<file path="config.mk">
export PLATFORM = sky130hd
export DESIGN_NAME = irq_controller
export DESIGN_NICKNAME = d
export VERILOG_FILES = /design/src/rtl/irq_pkg.sv /design/src/rtl/irq_arbiter.sv /design/src/rtl/irq_controller.sv
export SDC_FILE = /design/constraint.sdc
export NUM_CORES = 1
export LEC_CHECK = 0
export CORE_MARGIN = 3
export CORE_UTILIZATION = 54
export CTS_CLUSTER_SIZE = 14
export DETAILED_ROUTE_END_ITERATION = 16
export PLACE_DENSITY = 0.82
export SYNTH_ARGS = -nofsm -noshare
export SYNTH_HDL_FRONTEND = slang
export SYNTH_SLANG_ARGS = --single-unit
</file>
<file path="constraint.sdc">
create_clock -name clk -period 61 [get_ports clk]
set_input_delay 12.2 -clock clk [delete_from_list [all_inputs] [get_ports clk]]
set_output_delay 12.2 -clock clk [all_outputs]
set_load 0.02 [all_outputs]
</file>
<file path="src/rtl/irq_pkg.sv">
// Shared constants, register map and FSM state type for the Minx interrupt controller.
package irq_pkg;

    localparam int NUM_IRQ    = 32;
    localparam int NUM_GROUPS = 8;

    localparam logic [23:0] IRQ_PRIO0 = 24'h002020;
    localparam logic [23:0] IRQ_PRIO1 = 24'h002021;
    localparam logic [23:0] IRQ_RSVD  = 24'h002022;
    localparam logic [23:0] IRQ_EN0   = 24'h002023;
    localparam logic [23:0] IRQ_EN1   = 24'h002024;
    localparam logic [23:0] IRQ_EN2   = 24'h002025;
    localparam logic [23:0] IRQ_EN3   = 24'h002026;
    localparam logic [23:0] IRQ_ACT0  = 24'h002027;
    localparam logic [23:0] IRQ_ACT1  = 24'h002028;
    localparam logic [23:0] IRQ_ACT2  = 24'h002029;
    localparam logic [23:0] IRQ_ACT3  = 24'h00202A;

    typedef enum logic [1:0] {
        IRQ_IDLE = 2'd0,
        IRQ_ACK  = 2'd1,
        IRQ_VEC  = 2'd2
    } irq_state_e;

    // Priority level 0 means "masked", so it never drives an irq line.
    function automatic logic [3:0] prio_onehot(input logic [1:0] p);
        logic [3:0] r;
        case (p)
            2'd1:    r = 4'b0010;
            2'd2:    r = 4'b0100;
            2'd3:    r = 4'b1000;
            default: r = 4'b0000;
        endcase
        return r;
    endfunction

endpackage

</file>
<file path="src/rtl/irq_arbiter.sv">
// Combinational arbiter: highest group priority wins, equal priorities go to the lowest source index.
module irq_arbiter
    import irq_pkg::*;
(
    input  logic [NUM_IRQ-1:0]      pending,
    input  logic [2*NUM_GROUPS-1:0] prio,
    output logic [4:0]              win_idx,
    output logic [1:0]              win_prio,
    output logic                    any
);

    always_comb begin
        win_idx  = '0;
        win_prio = '0;
        any      = 1'b0;
        // Ascending scan with strict '>' keeps the lowest index on ties.
        for (int i = 0; i < NUM_IRQ; i++) begin
            if (pending[i] && (!any || (prio[2*(i/4) +: 2] > win_prio))) begin
                any      = 1'b1;
                win_idx  = 5'(i);
                win_prio = prio[2*(i/4) +: 2];
            end
        end
    end

endmodule

</file>
<file path="src/rtl/irq_controller.sv">
// Minx interrupt controller: source flags, enables, group priorities and the iack/vector handshake.
// Optional feature macro: IRQ_EDGE_DETECT_EN (level sources with rising-edge detection).
module irq_controller
    import irq_pkg::*;
#(
    parameter logic [7:0] VEC_BASE = 8'h03
) (
    input  logic                 clk,
    input  logic                 reset,
    input  logic                 pk,
    input  logic                 pl,
    input  logic                 cpu_write,
    input  logic                 cpu_read,
    input  logic [23:0]          address_in,
    input  logic [7:0]           data_in,
    output logic [7:0]           data_out,
    input  logic [NUM_IRQ-1:0]   irq_sources,
    output logic [3:0]           irq,
    input  logic                 iack,
    input  logic                 read_interrupt_vector,
    output logic [7:0]           vector_out,
    output irq_state_e           state_dbg
);

    logic [2*NUM_GROUPS-1:0] prio_q, prio_d;
    logic [NUM_IRQ-1:0]      en_q, en_d;
    logic [NUM_IRQ-1:0]      act_q, act_d;
    logic [3:0]              irq_q, irq_d;
    logic [7:0]              vector_q, vector_d;
    logic [4:0]              idx_q, idx_d;
    logic                    spurious_q, spurious_d;
    irq_state_e              state_q, state_d;

    logic [NUM_IRQ-1:0]      set_vec;
    logic [NUM_IRQ-1:0]      clr_vec;
    logic [NUM_IRQ-1:0]      grp_live;
    logic [NUM_IRQ-1:0]      pending;
    logic [4:0]              win_idx;
    logic [1:0]              win_prio;
    logic                    win_any;
    logic                    wr_en;
    logic                    unused_pk;

    assign unused_pk = pk;
    assign wr_en     = cpu_write && pl;

`ifdef IRQ_EDGE_DETECT_EN
    logic [NUM_IRQ-1:0] src_q, src_prev_q;

    always_ff @(posedge clk or posedge reset) begin
        if (reset) begin
            src_q      <= '0;
            src_prev_q <= '0;
        end else begin
            src_q      <= irq_sources;
            src_prev_q <= src_q;
        end
    end

    assign set_vec = src_q & ~src_prev_q;
`else
    assign set_vec = irq_sources;
`endif

    always_comb begin
        prio_d  = prio_q;
        en_d    = en_q;
        clr_vec = '0;
        if (wr_en) begin
            case (address_in)
                IRQ_PRIO0: prio_d[7:0]   = data_in;
                IRQ_PRIO1: prio_d[15:8]  = data_in;
                IRQ_EN0:   en_d[7:0]     = data_in;
                IRQ_EN1:   en_d[15:8]    = data_in;
                IRQ_EN2:   en_d[23:16]   = data_in;
                IRQ_EN3:   en_d[31:24]   = data_in;
                IRQ_ACT0:  clr_vec[7:0]  = data_in;
                IRQ_ACT1:  clr_vec[15:8] = data_in;
                IRQ_ACT2:  clr_vec[23:16] = data_in;
                IRQ_ACT3:  clr_vec[31:24] = data_in;
                default: ;
            endcase
        end
        // Set is applied after clear so a coincident set wins.
        act_d = (act_q & ~clr_vec) | set_vec;
    end

    always_comb begin
        data_out = '0;
        if (cpu_read) begin
            case (address_in)
                IRQ_PRIO0: data_out = prio_q[7:0];
                IRQ_PRIO1: data_out = prio_q[15:8];
                IRQ_EN0:   data_out = en_q[7:0];
                IRQ_EN1:   data_out = en_q[15:8];
                IRQ_EN2:   data_out = en_q[23:16];
                IRQ_EN3:   data_out = en_q[31:24];
                IRQ_ACT0:  data_out = act_q[7:0];
                IRQ_ACT1:  data_out = act_q[15:8];
                IRQ_ACT2:  data_out = act_q[23:16];
                IRQ_ACT3:  data_out = act_q[31:24];
                default:   data_out = '0;
            endcase
        end
    end

    always_comb begin
        grp_live = '0;
        for (int i = 0; i < NUM_IRQ; i++) begin
            grp_live[i] = |prio_q[2*(i/4) +: 2];
        end
    end

    assign pending = act_q & en_q & grp_live;

    irq_arbiter u_arbiter (
        .pending  (pending),
        .prio     (prio_q),
        .win_idx  (win_idx),
        .win_prio (win_prio),
        .any      (win_any)
    );

    always_comb begin
        state_d    = state_q;
        irq_d      = irq_q;
        vector_d   = vector_q;
        idx_d      = idx_q;
        spurious_d = spurious_q;
        case (state_q)
            IRQ_IDLE: begin
                irq_d = win_any ? prio_onehot(win_prio) : 4'b0000;
                if (iack) begin
                    idx_d      = win_any ? win_idx : 5'd0;
                    spurious_d = !win_any;
                    state_d    = IRQ_ACK;
                end
            end
            IRQ_ACK: begin
                if (read_interrupt_vector) begin
                    vector_d = spurious_q ? VEC_BASE : (VEC_BASE + {3'b000, idx_q});
                    state_d  = IRQ_VEC;
                end
            end
            IRQ_VEC: begin
                if (!read_interrupt_vector) begin
                    vector_d = '0;
                    state_d  = IRQ_IDLE;
                end
            end
            default: begin
                vector_d = '0;
                state_d  = IRQ_IDLE;
            end
        endcase
    end

    always_ff @(posedge clk or posedge reset) begin
        if (reset) begin
            prio_q     <= '0;
            en_q       <= '0;
            act_q      <= '0;
            irq_q      <= '0;
            vector_q   <= '0;
            idx_q      <= '0;
            spurious_q <= 1'b0;
            state_q    <= IRQ_IDLE;
        end else begin
            prio_q     <= prio_d;
            en_q       <= en_d;
            act_q      <= act_d;
            irq_q      <= irq_d;
            vector_q   <= vector_d;
            idx_q      <= idx_d;
            spurious_q <= spurious_d;
            state_q    <= state_d;
        end
    end

    assign irq        = irq_q;
    assign vector_out = vector_q;
    assign state_dbg  = state_q;

endmodule

</file>
=== Word-level counts from Yosys, hierarchy flattened ===
Index checks and enable logic that the tools add are counted.

* Flip-flop bits (word level): 100
* Output and inout bits: 22

* $add $sub $neg: 1
* Order comparisons: 31
* Equal/unequal tests: 18
* Muxes and demuxes: 113
* Bitwise gates (word level): 6
* Reduce and logical (&&, ||, !) cells: 113

{| class="wikitable"
|+ Operator list
! cell !! count
|-
| 24-bit by 14-bit equality test with 1-bit output, second input constant || 10
|-
| 32-bit AND || 3
|-
| 5-bit two-way mux || 17
|-
| 8-bit one-hot mux with 10 select lines || 1
|-
| 2-bit two-way mux || 37
|-
| 2-bit greater-than comparator || 31
|-
| 8-bit two-way mux || 7
|-
| 4-bit two-way mux || 9
|-
| 1-bit two-way mux || 33
|-
| 1-bit logical AND || 32
|-
| 1-bit zero test || 32
|-
| 32-bit two-way mux || 1
|-
| 32-bit NOT || 1
|-
| 32-bit bitwise OR || 1
|-
| 1-bit logical OR || 31
|-
| 8-bit one-hot mux with 3 select lines || 1
|-
| 2-bit OR reduction || 8
|-
| 2-bit AND reduction || 7
|-
| 3-bit two-way mux || 4
|-
| 4-bit one-hot mux with 3 select lines || 1
|-
| 2-bit by 5-bit adder with 6-bit output, first input constant || 1
|-
| 2-bit equality test, second input constant || 3
|-
| 6-bit two-way mux || 1
|-
| 2-bit inequality test, second input constant || 3
|-
| 5 further kinds || 7
|}

=== Longest topological paths before layout ===
Gate-level depths: netlist of the first run.

* Depth in word-level cells: 130
* Mapped depth: 199

=== Modules after synthesis ===
Synthesis of the first run repeated with hierarchy kept, for this count alone.

* Cell total of the unflattened synthesis: 976
* Area total of the unflattened synthesis: 8393.0 um2

{| class="wikitable"
|+ By module, submodules not included
! module !! instances !! cells an instance !! area an instance (um2) !! sequential area each (um2)
|-
| irq_controller || 1 || 514 || 5250.0 || 2427.3
|-
| irq_arbiter || 1 || 462 || 3143.0 || 0.0
|}

=== Worst setup path after synthesis of the first run ===
OpenSTA, ideal clock, no wires.

* Path type: register -> register
* From: reg en_q[1]
* To: reg irq_q[3] (netlist: irq[3])
* Library setup time: 0.120 ns
* Arrival time: 36.306 ns
* Required time: 60.880 ns
* Path slack: 24.574 ns
* Cell stages (with the launch flop): 194
* Cells stage by stage: dfrtp_1 -> a22oi_4 -> a31oi_1 -> ha_1 -> nor2_1 -> maj3_1 -> o21ai_0 -> nand2_1 -> o21ai_0 -> ha_1 -> nor2_1 -> o2111ai_1 -> o21bai_1 -> nand3_1 -> mux2_2 -> ha_1 -> nor2_1 -> a41o_1 -> (+158 left out) -> a32o_1 -> a311o_1 -> buf_6 -> nand2_2 -> mux2i_1 -> ha_1 -> a21oi_1 -> a21oi_1 -> o21bai_1 -> mux2_2 -> ha_1 -> nor2b_1 -> o21ai_0 -> a21o_1 -> and2_1 -> nand3_2 -> mux2_1 -> a41o_1

* Cells in the longest elaborated chain, start to end: 127
* Elaborated cells on any way between the ends: 190
* Those cells by class: order compare: 30; eq/ne: 3; mux: 64; bitwise: 2; reduce/logical: 91

{| class="wikitable"
|+ Ends and longest elaborated chain
! item !! RTL line !! text
|-
| from (decl) || irq_controller.sv:26 || <nowiki>logic [NUM_IRQ-1:0] en_q, en_d;</nowiki>
|-
| from (signal assigned) || irq_controller.sv:170 || <nowiki>en_q <= en_d;</nowiki>
|-
| 32-bit AND (*) (2 in a row) || irq_controller.sv:114 || <nowiki>assign pending = act_q & en_q & grp_live;</nowiki>
|-
| 1-bit logical AND (*) || irq_arbiter.sv:18 || <nowiki>if (pending[i] && (!any || (prio[2*(i/4) +: 2] > win_prio))) begin</nowiki>
|-
| 2-bit two-way mux or 1-bit two-way mux (tied branches) || irq_arbiter.sv:18 ||
|-
| 2-bit greater-than comparator or 1-bit zero test (tied branches) || irq_arbiter.sv:18 ||
|-
| 1-bit logical OR || irq_arbiter.sv:18 ||
|-
| 1-bit logical AND || irq_arbiter.sv:18 ||
|-
| 2-bit two-way mux or 1-bit two-way mux (tied branches) || irq_arbiter.sv:18 ||
|-
| 2-bit greater-than comparator or 1-bit zero test (tied branches) || irq_arbiter.sv:18 ||
|-
| (+110 left out) || n/a ||
|-
| 2-bit two-way mux or 1-bit two-way mux (tied branches) || irq_arbiter.sv:18 ||
|-
| 2-bit greater-than comparator or 1-bit zero test (tied branches) || irq_arbiter.sv:18 ||
|-
| 1-bit logical OR || irq_arbiter.sv:18 ||
|-
| 1-bit logical AND || irq_arbiter.sv:18 ||
|-
| 2-bit two-way mux || irq_arbiter.sv:18 ||
|-
| 2-bit equality test or 2-bit by 1-bit equality test with 1-bit output (tied branches) || irq_pkg.sv:28 || <nowiki>case (p)</nowiki>
|-
| 4-bit one-hot mux with 3 select lines || irq_pkg.sv:28 ||
|-
| 4-bit two-way mux (*) || irq_controller.sv:132 || <nowiki>irq_d = win_any ? prio_onehot(win_prio) : 4'b0000;</nowiki>
|-
| to (signal assigned) || irq_controller.sv:172 || <nowiki>irq_q <= irq_d;</nowiki>
|-
| to (decl) || irq_controller.sv:28 || <nowiki>logic [3:0] irq_q, irq_d;</nowiki>
|}

Mark *: on every way between the ends. The rest lies on a longest branch, timed or not.
A chain may end at the register's enable or synchronous reset.

=== Worst setup path after layout of the first run ===
* From: reg act_q[1]
* To: reg irq_q[3] (netlist: irq[3])

* Cells in the longest elaborated chain, start to end: 127
* Elaborated cells on any way between the ends: 190
* Those cells by class: order compare: 30; eq/ne: 3; mux: 64; bitwise: 2; reduce/logical: 91

{| class="wikitable"
|+ Ends and longest elaborated chain
! item !! RTL line !! text
|-
| from (decl) || irq_controller.sv:27 || <nowiki>logic [NUM_IRQ-1:0] act_q, act_d;</nowiki>
|-
| from (signal assigned) || irq_controller.sv:171 || <nowiki>act_q <= act_d;</nowiki>
|-
| 32-bit AND (*) (2 in a row) || irq_controller.sv:114 ||
|-
| 1-bit logical AND (*) || irq_arbiter.sv:18 ||
|-
| 2-bit two-way mux or 1-bit two-way mux (tied branches) || irq_arbiter.sv:18 ||
|-
| 2-bit greater-than comparator or 1-bit zero test (tied branches) || irq_arbiter.sv:18 ||
|-
| 1-bit logical OR || irq_arbiter.sv:18 ||
|-
| 1-bit logical AND || irq_arbiter.sv:18 ||
|-
| 2-bit two-way mux or 1-bit two-way mux (tied branches) || irq_arbiter.sv:18 ||
|-
| 2-bit greater-than comparator or 1-bit zero test (tied branches) || irq_arbiter.sv:18 ||
|-
| (+110 left out) || n/a ||
|-
| 2-bit two-way mux or 1-bit two-way mux (tied branches) || irq_arbiter.sv:18 ||
|-
| 2-bit greater-than comparator or 1-bit zero test (tied branches) || irq_arbiter.sv:18 ||
|-
| 1-bit logical OR || irq_arbiter.sv:18 ||
|-
| 1-bit logical AND || irq_arbiter.sv:18 ||
|-
| 2-bit two-way mux || irq_arbiter.sv:18 ||
|-
| 2-bit equality test or 2-bit by 1-bit equality test with 1-bit output (tied branches) || irq_pkg.sv:28 ||
|-
| 4-bit one-hot mux with 3 select lines || irq_pkg.sv:28 ||
|-
| 4-bit two-way mux (*) || irq_controller.sv:132 ||
|}

Marks and branches as above.

==> impl_results.html, run 1 <==
<table>
<tr><th>Metric</th><th>Value</th></tr>
<tr><th colspan="2">Floorplan</th></tr>
<tr><td>Top-Level Pins</td><td>94</td></tr>
<tr><td>Die W</td><td>~130 um</td></tr>
<tr><td>Std-Cell Rows</td><td>44</td></tr>
<tr><td>Y dimension of the die</td><td>between 100 and 150 um</td></tr>
<tr><td>Die Outline Area</td><td>approximately 16000 sq um</td></tr>
<tr><td>Effective utilization at floorplan</td><td>55.45%</td></tr>
<tr><td>Placeable core region</td><td>14590 sq um</td></tr>
<tr><th colspan="2">Placement</th></tr>
<tr><td>Port Buffers</td><td>89</td></tr>
<tr><td>Detailed placement HPWL</td><td>roughly 19 mm</td></tr>
<tr><td>Total placed instance area</td><td>slightly above 9000 sq um</td></tr>
<tr><td>Placement Setup Slack</td><td>just under 20 ns</td></tr>
<tr><td>Placer Congestion</td><td>slightly below 1</td></tr>
<tr><th colspan="2">Clocking</th></tr>
<tr><td>Clock tree buffer depth</td><td>2</td></tr>
<tr><td>Quantity of hold-fixing buffers added after cts</td><td>0</td></tr>
<tr><td>Htree depth</td><td>3</td></tr>
<tr><td>Clock tree from TritonCTS</td><td>done</td></tr>
<tr><td>Number of clock sinks</td><td>97</td></tr>
<tr><td>Clock root buffer master</td><td>sky130_fd_sc_hd__clkbuf_16</td></tr>
<tr><td>Clock edge transition at the registers on the reported setup and hold paths</td><td>around 0.080 ns</td></tr>
<tr><td>Worst-Skew Late Latency</td><td>~0.35 ns</td></tr>
<tr><td>Inserted Clock Buffers</td><td>9</td></tr>
<tr><td>Post-CTS setup buffers</td><td>0</td></tr>
<tr><td>Number of gates given a new drive strength after cts</td><td>0</td></tr>
<tr><th colspan="2">Critical path</th></tr>
<tr><td>Critical path's slowest cell</td><td>sky130_fd_sc_hd__a311oi_1</td></tr>
<tr><td>WP data arrival</td><td>about 43 ns</td></tr>
<tr><td>Critical Path Sink Type</td><td>flop</td></tr>
<tr><td>Startpoint class of the critical path</td><td>flop</td></tr>
<tr><td>Required time of the worst setup path</td><td>just over 60 ns</td></tr>
<tr><td>Most prevalent standard cell on the critical path</td><td>sky130_fd_sc_hd__nor2_1</td></tr>
<tr><td>CP Class</td><td>reg -&gt; reg</td></tr>
<tr><td>Family with the most delay on the worst path</td><td>compound AO/OA/AOI/OAI gates</td></tr>
<tr><td>Largest driver fanout on the critical path</td><td>10</td></tr>
<tr><td>Combined buffer and inverter count along the critical path</td><td>2</td></tr>
<tr><td>Largest incremental delay on the critical path</td><td>between 0.5 and 0.6 ns</td></tr>
<tr><th colspan="2">Timing</th></tr>
<tr><td>Number of slew-limit violations in the final report</td><td>0</td></tr>
<tr><td>Endpoints failing hold</td><td>0</td></tr>
<tr><td>Clock skew</td><td>roughly 0.0086 ns</td></tr>
<tr><td>Setup WS post-layout</td><td>~19 ns</td></tr>
<tr><td>Post-route setup TNS</td><td>0 ns</td></tr>
<tr><td>Period minus WS final</td><td>approximately 42 ns</td></tr>
<tr><td>Fin crit share</td><td>~69%</td></tr>
<tr><td>Worst Hold Margin</td><td>between 0.4 and 0.5 ns</td></tr>
<tr><td>Headroom to the max-slew limit</td><td>16.94%</td></tr>
<tr><td>Final setup violation count</td><td>0</td></tr>
<tr><td>Actual transition at the worst max-transition pin</td><td>about 1.2 ns</td></tr>
<tr><td>Setup repair after global routing missed its margin</td><td>no</td></tr>
<tr><td>Peak Freq</td><td>about 0.024 GHz</td></tr>
<tr><th colspan="2">Yosys</th></tr>
<tr><td>Number of library cell types mapped by synthesis</td><td>100</td></tr>
<tr><td>Fraction of synthesized cell area taken by the top area cell type</td><td>between 30% and 40%</td></tr>
<tr><td>Post-synthesis cell area</td><td>a little over 8000 sq um</td></tr>
<tr><td>Synthesized area per cell</td><td>a little under 9 sq um</td></tr>
<tr><td>Top cells by area, synth</td><td>sky130_fd_sc_hd__dfrtp_1 (30%), sky130_fd_sc_hd__mux2_2 (8.9%), sky130_fd_sc_hd__nand2_1 (5.6%)</td></tr>
<tr><td>Sequential area share after synthesis</td><td>between 30 and 40%</td></tr>
<tr><td>Yosys warning count</td><td>0</td></tr>
<tr><td>FFs w/ async S/R, synth</td><td>100.0%</td></tr>
<tr><td>Count of flip-flops with a built-in enable after synthesis</td><td>0</td></tr>
<tr><td>Flip-flop and latch count after synthesis</td><td>97</td></tr>
<tr><td>Most used flip-flop cell after synthesis</td><td>sky130_fd_sc_hd__dfrtp_1</td></tr>
<tr><td>Area leader, netlist</td><td>sky130_fd_sc_hd__dfrtp_1</td></tr>
<tr><td>Number of standard cells after synthesis</td><td>930</td></tr>
<tr><th colspan="2">Cells and area</th></tr>
<tr><td>Post-Layout Inst Area</td><td>roughly 9400 sq um</td></tr>
<tr><td>Layout-stage area growth over the synthesis result</td><td>16.32%</td></tr>
<tr><td>Most common cell after layout, fill and taps aside</td><td>sky130_fd_sc_hd__nand2_1</td></tr>
<tr><td>Count of nets after finishing</td><td>roughly 1100</td></tr>
<tr><td>Filler cell count in the final layout</td><td>roughly 1200</td></tr>
<tr><td>Most frequent cells in the layout</td><td>sky130_fd_sc_hd__nand2_1 (121), sky130_fd_sc_hd__dfrtp_1 (97), sky130_fd_sc_hd__clkdlybuf4s50_1 (89), sky130_fd_sc_hd__nor2_1 (88), sky130_fd_sc_hd__mux2_2 (64)</td></tr>
<tr><td>Antenna diodes</td><td>0</td></tr>
<tr><td>Share of final-layout standard cells stronger than drive strength 1</td><td>between 10% and 20%</td></tr>
<tr><th colspan="2">Routing</th></tr>
<tr><td>Met3 Wirelength</td><td>between 2 and 2.5 mm</td></tr>
<tr><td>Routed length on met1</td><td>about 11 mm</td></tr>
<tr><td>Router iterations before antenna repair</td><td>8</td></tr>
<tr><td>Total via count after detailed routing</td><td>a little over 8000</td></tr>
<tr><td>DRC violations left</td><td>0</td></tr>
<tr><td>Topmost layer with routed signal wires</td><td>met4</td></tr>
<tr><td>Vias per cell</td><td>6.795</td></tr>
<tr><td>Met2 Routed Length</td><td>around 11 mm</td></tr>
<tr><td>Routed WL</td><td>about 25 mm</td></tr>
<tr><td>Antenna viol nets, final</td><td>0</td></tr>
<tr><td>1st-iter DRT viols</td><td>1172</td></tr>
<tr><td>Detailed-route wire length per cell</td><td>around 21 um</td></tr>
<tr><th colspan="2">Outcome</th></tr>
<tr><td>Result of the run</td><td>finished clean</td></tr>
<tr><th colspan="2">Global route</th></tr>
<tr><td>Global-route wire length before repair</td><td>between 30 and 40 mm</td></tr>
<tr><td>Antenna violations before repair</td><td>0</td></tr>
<tr><td>GR Util All Layers</td><td>a little under a third</td></tr>
<tr><td>Total congestion overflow</td><td>0</td></tr>
<tr><td>Via count of the first global-routing pass</td><td>roughly 7600</td></tr>
<tr><td>Largest net degree at the start of global routing</td><td>80</td></tr>
<tr><th colspan="2">Power</th></tr>
<tr><td>Final total power</td><td>around 0.14 mW</td></tr>
<tr><td>LEAKAGE</td><td>3.725 nW</td></tr>
<tr><td>Peak VDD IR</td><td>approximately 0.000012 V</td></tr>
<tr><td>Power density over cell area</td><td>approximately 15 nW/um^2</td></tr>
<tr><th colspan="2">Run</th></tr>
<tr><td>Max_cap viols</td><td>0</td></tr>
<tr><th colspan="2">Hold path</th></tr>
<tr><td>Hold crit path type</td><td>reg -&gt; reg</td></tr>
</table>
==> cells by family (layout without fill, tap and decap cells) <==
kind of cell	Yosys count	after routing	synth area share [%]
and+or+nand+nor	354	354	20.83
adders and majority gates	39	39	5.846
xor gates and xnor gates	4	4	0.4331
DFF	97	97	30.00
other	1	3	0.04635
buffers and inverters	55	135	2.892
AOI/OAI and AO/OA	296	296	27.62
muxes	84	84	12.33
==> through the flow <==
step | instances | utilization (%)
floorplan | 932 | -
global placement | 1180 | 62.53
detailed placement | 1180 | 62.53
CTS | 1196 | 64.50
global route | 1196 | 64.50
finish | 1196 | 64.50
==> path summary, 6_finish.rpt <==
path,startpoint,cells past startpoint,slack (ns),to
worst max-delay path,act_q[1]$_DFF_PP0_,192,18.68,irq[3]$_DFFE_PP0N_
worst min-delay path,vector_out[4]$_DFFE_PP0P_,2,0.49,vector_out[4]$_DFFE_PP0P_
worst max register to register,act_q[1]$_DFF_PP0_,192,18.68,irq[3]$_DFFE_PP0N_
worst min register to register,vector_out[4]$_DFFE_PP0P_,2,0.49,vector_out[4]$_DFFE_PP0P_
max in group asynchronous,reset,3,47.60,en_q[5]$_DFFE_PP0P_
min in group asynchronous,reset,2,12.13,irq[3]$_DFFE_PP0N_
==> synthesized netlist by cell type, types with 11 or more instances <==
master                       n
sky130_fd_sc_hd__a21oi_1    54
sky130_fd_sc_hd__a22oi_1    11
sky130_fd_sc_hd__and3_1     19
sky130_fd_sc_hd__nand2_1   121
sky130_fd_sc_hd__or2_2      11
sky130_fd_sc_hd__inv_1      23
sky130_fd_sc_hd__mux2i_1    13
sky130_fd_sc_hd__ha_1       33
sky130_fd_sc_hd__nor3_1     23
sky130_fd_sc_hd__o21ai_0    54
sky130_fd_sc_hd__nor2_1     88
sky130_fd_sc_hd__a31oi_1    14
sky130_fd_sc_hd__mux2_2     64
sky130_fd_sc_hd__clkbuf_1   23
sky130_fd_sc_hd__dfrtp_1    97
sky130_fd_sc_hd__a21o_1     39
sky130_fd_sc_hd__nand3_1    37
==> state kept, by name, summed over array words and instances, names as in the netlist <==
register    count
state_dbg       2
idx_q           5
vector_out      6
en_q           32
act_q          32
irq             3
spurious_q      1
prio_q         16
==> layer usage <==
layer / GRT usage [%] / up-vias
met5: 0 / -
met4: 13.23 / 0
met3: 4.608 / 83
met2: 46.06 / 480
met1: 43.30 / 3867
li1: - / 3697
==> power by group <==
part           internal (mW)  total (mW)  switching (mW)
clock                 0.0286      0.0560          0.0274
combinational        0.00878      0.0190          0.0102
sequential            0.0658      0.0680         0.00218
total                  0.103       0.143          0.0398
==> worst reg2reg max path, delay by kind of cell (launching register included) <==
kind / cells / cell delay [ns]
compound gates: 79 / 16.38
simple gates: 64 / 10.63
fa+ha+maj: 31 / 8.92
mux: 16 / 5.58
flops: 1 / 0.47
buf+inv: 2 / 0.18
==> layout make-up <==
| class | count | area, sq um | area share, % |
|---|---|---|---|
| clock buffers | 9 | 225.2 | 2.393 |
| clock inverters | 7 | 62.56 | 0.6648 |
| inverters | 24 | 92.59 | 0.9839 |
| multi-input cells | 780 | 5436 | 57.77 |
| flip-flops and latches | 97 | 2427 | 25.79 |
| well taps | 184 | 230.2 | 2.446 |
| repair buffers | 95 | 935.9 | 9.945 |
No activity file was read; power rests on OpenSTA's default activity.
==> run 2, diff against run 1 <==
==> constraint.sdc (replaced) <==
create_clock -name clk -period 41.6 [get_ports clk]
set_input_delay 8.32 -clock clk [delete_from_list [all_inputs] [get_ports clk]]
set_output_delay 8.32 -clock clk [all_outputs]
set_load 0.02 [all_outputs]
==> run 2 against run 1 <==
Against the previous run:
- hold slack got worse by 0.0052 ns
- global-route usage fell by 0.21 points
- combinational power rose by 47%
- largest cell class unchanged
==> impl_results.html, run 2 (same netlist as run 1, synthesis figures left out) <==
<table>
<tr><th>Metric</th><th>Value</th></tr>
<tr><th colspan="2">Outcome</th></tr>
<tr><td>Result of the run</td><td>finished clean</td></tr>
<tr><th colspan="2">Critical path</th></tr>
<tr><td>Critical path's slowest cell</td><td>sky130_fd_sc_hd__dfrtp_1</td></tr>
<tr><td>Combined buffer and inverter count along the critical path</td><td>1 (-1)</td></tr>
<tr><td>Required time of the worst setup path</td><td>41.88 ns (-19.36 ns)</td></tr>
<tr><td>Critical R2R Capture</td><td>irq[3]$_DFFE_PP0N_</td></tr>
<tr><td>Startpoint class of the critical path</td><td>flop</td></tr>
<tr><td>Critical Path Sink Type</td><td>flop</td></tr>
<tr><td>Largest driver fanout on the critical path</td><td>8 (-2)</td></tr>
<tr><td>Family with the most delay on the worst path</td><td>compound AO/OA/AOI/OAI gates</td></tr>
<tr><td>Startpoint of the worst register-to-register path</td><td>act_q[1]$_DFF_PP0_</td></tr>
<tr><td>Setup slack, reg-to-reg</td><td>1.99 ns (-16.69 ns)</td></tr>
<tr><td>Cell count of the worst reg-to-reg path</td><td>191 (-0.52%)</td></tr>
<tr><td>WP data arrival</td><td>39.89 ns (-2.66 ns)</td></tr>
<tr><td>Largest incremental delay on the critical path</td><td>0.46 ns (-0.10 ns)</td></tr>
<tr><td>Most prevalent standard cell on the critical path</td><td>sky130_fd_sc_hd__ha_1</td></tr>
<tr><td>CP Class</td><td>reg -&gt; reg</td></tr>
<tr><th colspan="2">Routing</th></tr>
<tr><td>Detailed-route wire length per cell</td><td>21.05 um (+0.50%)</td></tr>
<tr><td>Router iterations before antenna repair</td><td>6 (-2)</td></tr>
<tr><td>1st-iter DRT viols</td><td>853 (-27%)</td></tr>
<tr><td>Total via count after detailed routing</td><td>8229 (+1.3%)</td></tr>
<tr><td>Antenna viol nets, final</td><td>0 (unchanged)</td></tr>
<tr><td>Routed WL</td><td>25.41 mm (+1.4%)</td></tr>
<tr><td>Vias per cell</td><td>6.818 (+0.33%)</td></tr>
<tr><td>DRC violations left</td><td>0 (unchanged)</td></tr>
<tr><th colspan="2">Power</th></tr>
<tr><td>Sequential share of power</td><td>46.9% (-0.7 points)</td></tr>
<tr><td>LEAKAGE</td><td>3.813 nW (+2.4%)</td></tr>
<tr><td>Switching part of the total</td><td>26.49% (-1.3 points)</td></tr>
<tr><td>Switching power</td><td>0.05646 mW (+42%)</td></tr>
<tr><td>Portion of total power attributed to combinational logic</td><td>13.1% (-0.2 points)</td></tr>
<tr><td>Cell-internal power</td><td>0.1566 mW (+52%)</td></tr>
<tr><td>Peak VDD IR</td><td>0.00002162 V (+76%)</td></tr>
<tr><td>Clock network fraction of total power</td><td>40.0% (+0.8 points)</td></tr>
<tr><td>Power density over cell area</td><td>21.94 nW/um^2 (+44%)</td></tr>
<tr><th colspan="2">Cells and area</th></tr>
<tr><td>Regs by FF count</td><td>act_q (32), en_q (32), prio_q (16)</td></tr>
<tr><td>Area of combinational cells with multiple inputs</td><td>5642 sq um (+3.8%)</td></tr>
<tr><td>Most common cell after layout, fill and taps aside</td><td>sky130_fd_sc_hd__nand2_1</td></tr>
<tr><td>Post-Layout Inst Area</td><td>9713 sq um (+3.2%)</td></tr>
<tr><td>Layout-stage area growth over the synthesis result</td><td>20.06%</td></tr>
<tr><td>Sequential cell area in the final layout</td><td>2427 sq um (unchanged)</td></tr>
<tr><td>Most frequent cells in the layout</td><td>sky130_fd_sc_hd__nand2_1 (119), sky130_fd_sc_hd__dfrtp_1 (97), sky130_fd_sc_hd__clkdlybuf4s50_1 (89), sky130_fd_sc_hd__nor2_1 (78), sky130_fd_sc_hd__mux2_2 (64)</td></tr>
<tr><td>Share of final-layout standard cells stronger than drive strength 1</td><td>18.08% (+4.4 points)</td></tr>
<tr><td>Count of nets after finishing</td><td>1123 (+0.99%)</td></tr>
<tr><td>Antenna diodes</td><td>0 (unchanged)</td></tr>
<tr><td>Filler cell count in the final layout</td><td>1137 (-3.6%)</td></tr>
<tr><td>Fin cells</td><td>1207 (+0.92%)</td></tr>
<tr><th colspan="2">Placement</th></tr>
<tr><td>Placer Congestion</td><td>0.9931 (+0.82%)</td></tr>
<tr><td>Port Buffers</td><td>89 (unchanged)</td></tr>
<tr><td>Detailed placement HPWL</td><td>18.92 mm (-0.58%)</td></tr>
<tr><td>Total placed instance area</td><td>9123 sq um (unchanged)</td></tr>
<tr><td>Number of cells in the design after placement</td><td>1180 (unchanged)</td></tr>
<tr><th colspan="2">Global route</th></tr>
<tr><td>Largest net degree at the start of global routing</td><td>80 (unchanged)</td></tr>
<tr><td>Global-route wire length before repair</td><td>39.78 mm (-0.48%)</td></tr>
<tr><td>Total congestion overflow</td><td>0 (unchanged)</td></tr>
<tr><td>Antenna violations before repair</td><td>0 (unchanged)</td></tr>
<tr><td>GR Util All Layers</td><td>30.17% (-0.21 points)</td></tr>
<tr><td>Via count of the first global-routing pass</td><td>7623 (-0.30%)</td></tr>
<tr><th colspan="2">Clocking</th></tr>
<tr><td>Clock root buffer master</td><td>sky130_fd_sc_hd__clkbuf_16</td></tr>
<tr><td>Inserted Clock Buffers</td><td>9 (unchanged)</td></tr>
<tr><td>Clock tree buffer depth</td><td>2 (unchanged)</td></tr>
<tr><td>Clock edge transition at the registers on the reported setup and hold paths</td><td>0.07 ns (about the same)</td></tr>
<tr><td>Number of clock sinks</td><td>97 (unchanged)</td></tr>
<tr><td>Quantity of hold-fixing buffers added after cts</td><td>0 (unchanged)</td></tr>
<tr><td>Clock tree from TritonCTS</td><td>done</td></tr>
<tr><td>Worst-Skew Late Latency</td><td>0.35 ns (about the same)</td></tr>
<tr><td>Htree depth</td><td>3 (unchanged)</td></tr>
<tr><th colspan="2">Timing</th></tr>
<tr><td>Fin crit share</td><td>95.22% (+26 points)</td></tr>
<tr><td>Worst Hold Margin</td><td>0.4819 ns (-0.005166 ns)</td></tr>
<tr><td>Headroom to the max-slew limit</td><td>16.66% (-0.28 points)</td></tr>
<tr><td>Clock skew</td><td>0.006580 ns (-0.002062 ns)</td></tr>
<tr><td>Endpoints failing hold</td><td>0 (unchanged)</td></tr>
<tr><td>Peak Freq</td><td>0.02525 GHz (+6.8%)</td></tr>
<tr><td>Actual transition at the worst max-transition pin</td><td>1.241 ns (+0.004133 ns)</td></tr>
<tr><td>Period minus WS final</td><td>39.61 ns (-2.705 ns)</td></tr>
<tr><td>Number of slew-limit violations in the final report</td><td>0 (unchanged)</td></tr>
<tr><td>Final setup violation count</td><td>0 (unchanged)</td></tr>
<tr><th colspan="2">Hold path</th></tr>
<tr><td>Start point of the worst min-delay path</td><td>vector_out[4]$_DFFE_PP0P_</td></tr>
<tr><td>Worst Hold Depth</td><td>2 (unchanged)</td></tr>
<tr><td>Hold crit path type</td><td>reg -&gt; reg</td></tr>
<tr><td>Hold Path End</td><td>vector_out[4]$_DFFE_PP0P_</td></tr>
<tr><th colspan="2">Floorplan</th></tr>
<tr><td>Placeable core region</td><td>14590 sq um (unchanged)</td></tr>
<tr><td>Std-Cell Rows</td><td>44 (unchanged)</td></tr>
<tr><td>Die Outline Area</td><td>16490 sq um (unchanged)</td></tr>
<tr><td>Effective utilization at floorplan</td><td>55.45% (unchanged)</td></tr>
<tr><td>Y dimension of the die</td><td>128.4 um (unchanged)</td></tr>
<tr><td>Die W</td><td>128.4 um (unchanged)</td></tr>
<tr><td>Top-Level Pins</td><td>94 (unchanged)</td></tr>
<tr><th colspan="2">Run</th></tr>
<tr><td>Max_cap viols</td><td>0 (unchanged)</td></tr>
</table>
==> run 2: cell types whose count changed in the layout (fill, tap and decap cells not counted), moves of 4 or more <==
cell                      previous run  this run
sky130_fd_sc_hd__nor2_1             88        78
sky130_fd_sc_hd__o21ai_0            54        47
sky130_fd_sc_hd__o21ai_2             1         5
sky130_fd_sc_hd__buf_4               6        17
sky130_fd_sc_hd__a31oi_1            14        10
sky130_fd_sc_hd__nor2_2              1        10
==> run 2: worst max path at each step <==
stage | startpoint | endpoint | cells past startpoint
after floorplan | en_q[1]$_DFFE_PP0P_ | irq[3]$_DFFE_PP0N_ | 193
after global placement | en_q[1]$_DFFE_PP0P_ | irq[3]$_DFFE_PP0N_ | 191
after detailed placement | en_q[1]$_DFFE_PP0P_ | irq[3]$_DFFE_PP0N_ | 190
after CTS | en_q[1]$_DFFE_PP0P_ | irq[3]$_DFFE_PP0N_ | 191
after global routing | act_q[1]$_DFF_PP0_ | irq[3]$_DFFE_PP0N_ | 192
final | act_q[1]$_DFF_PP0_ | irq[3]$_DFFE_PP0N_ | 191
==> run 2: metal layers <==
| metal | part of all wire (%) | vias up | wire length (um) | GRT usage (%) |
|---|---|---|---|---|
| li1 | - | 3718 | - | - |
| met1 | 42 | 3957 | 10760 | 43.01 |
| met2 | 45 | 472 | 11320 | 45.82 |
| met3 | 8.7 | 82 | 2219 | 4.566 |
| met4 | 4.4 | 0 | 1114 | 13.11 |
| met5 | 0 | - | 0 | 0 |
==> run 2: layout make-up <==
cell class	count	area share, %
Sequential cell	97	24.99
Clock inverter	7	0.7987
Timing Repair Buffer	106	10.49
Inverter	24	0.9532
Multi-Input combinational cell	780	58.08
Clock buffer	9	2.319
Tap cell	184	2.370
==> run 2: metrics by stage <==
step	util, %	setup TNS (ns)	total power, mW	setup WS, ns
4_1_cts	64.61	0	0.2126	0.2218
3_3_place_gp	62.53	0	0.1286	0.9709
2_1_floorplan	-	0	0.1149	5.174
5_1_grt	66.58	-0.9048	0.2203	-0.2696
6_report	66.58	0	0.2131	1.988
3_5_place_dp	62.53	0	0.1291	0.4814
==> run 2: power groups by stage <==
stage | clock network, mW | registers (mW) | logic [mW]
after floorplan | 0 | 0.102 | 0.0128
after global placement | 0 | 0.101 | 0.0272
after detailed placement | 0 | 0.102 | 0.0275
after CTS | 0.0853 | 0.0997 | 0.0277
after global routing | 0.0900 | 0.100 | 0.0301
final | 0.0853 | 0.0998 | 0.0279
==> run 2: tightest hold or removal path, delay by kind of cell, from the launching register on <==
kind            cells  cell delay [ns]
simple gates        1             0.04
flops               1             0.34
compound gates      1             0.06
==> run 2: repair_timing <==
action	CTS	global route
buffers inserted	0	11
gates resized for setup	0	51
endpoints found under the setup margin	0	8
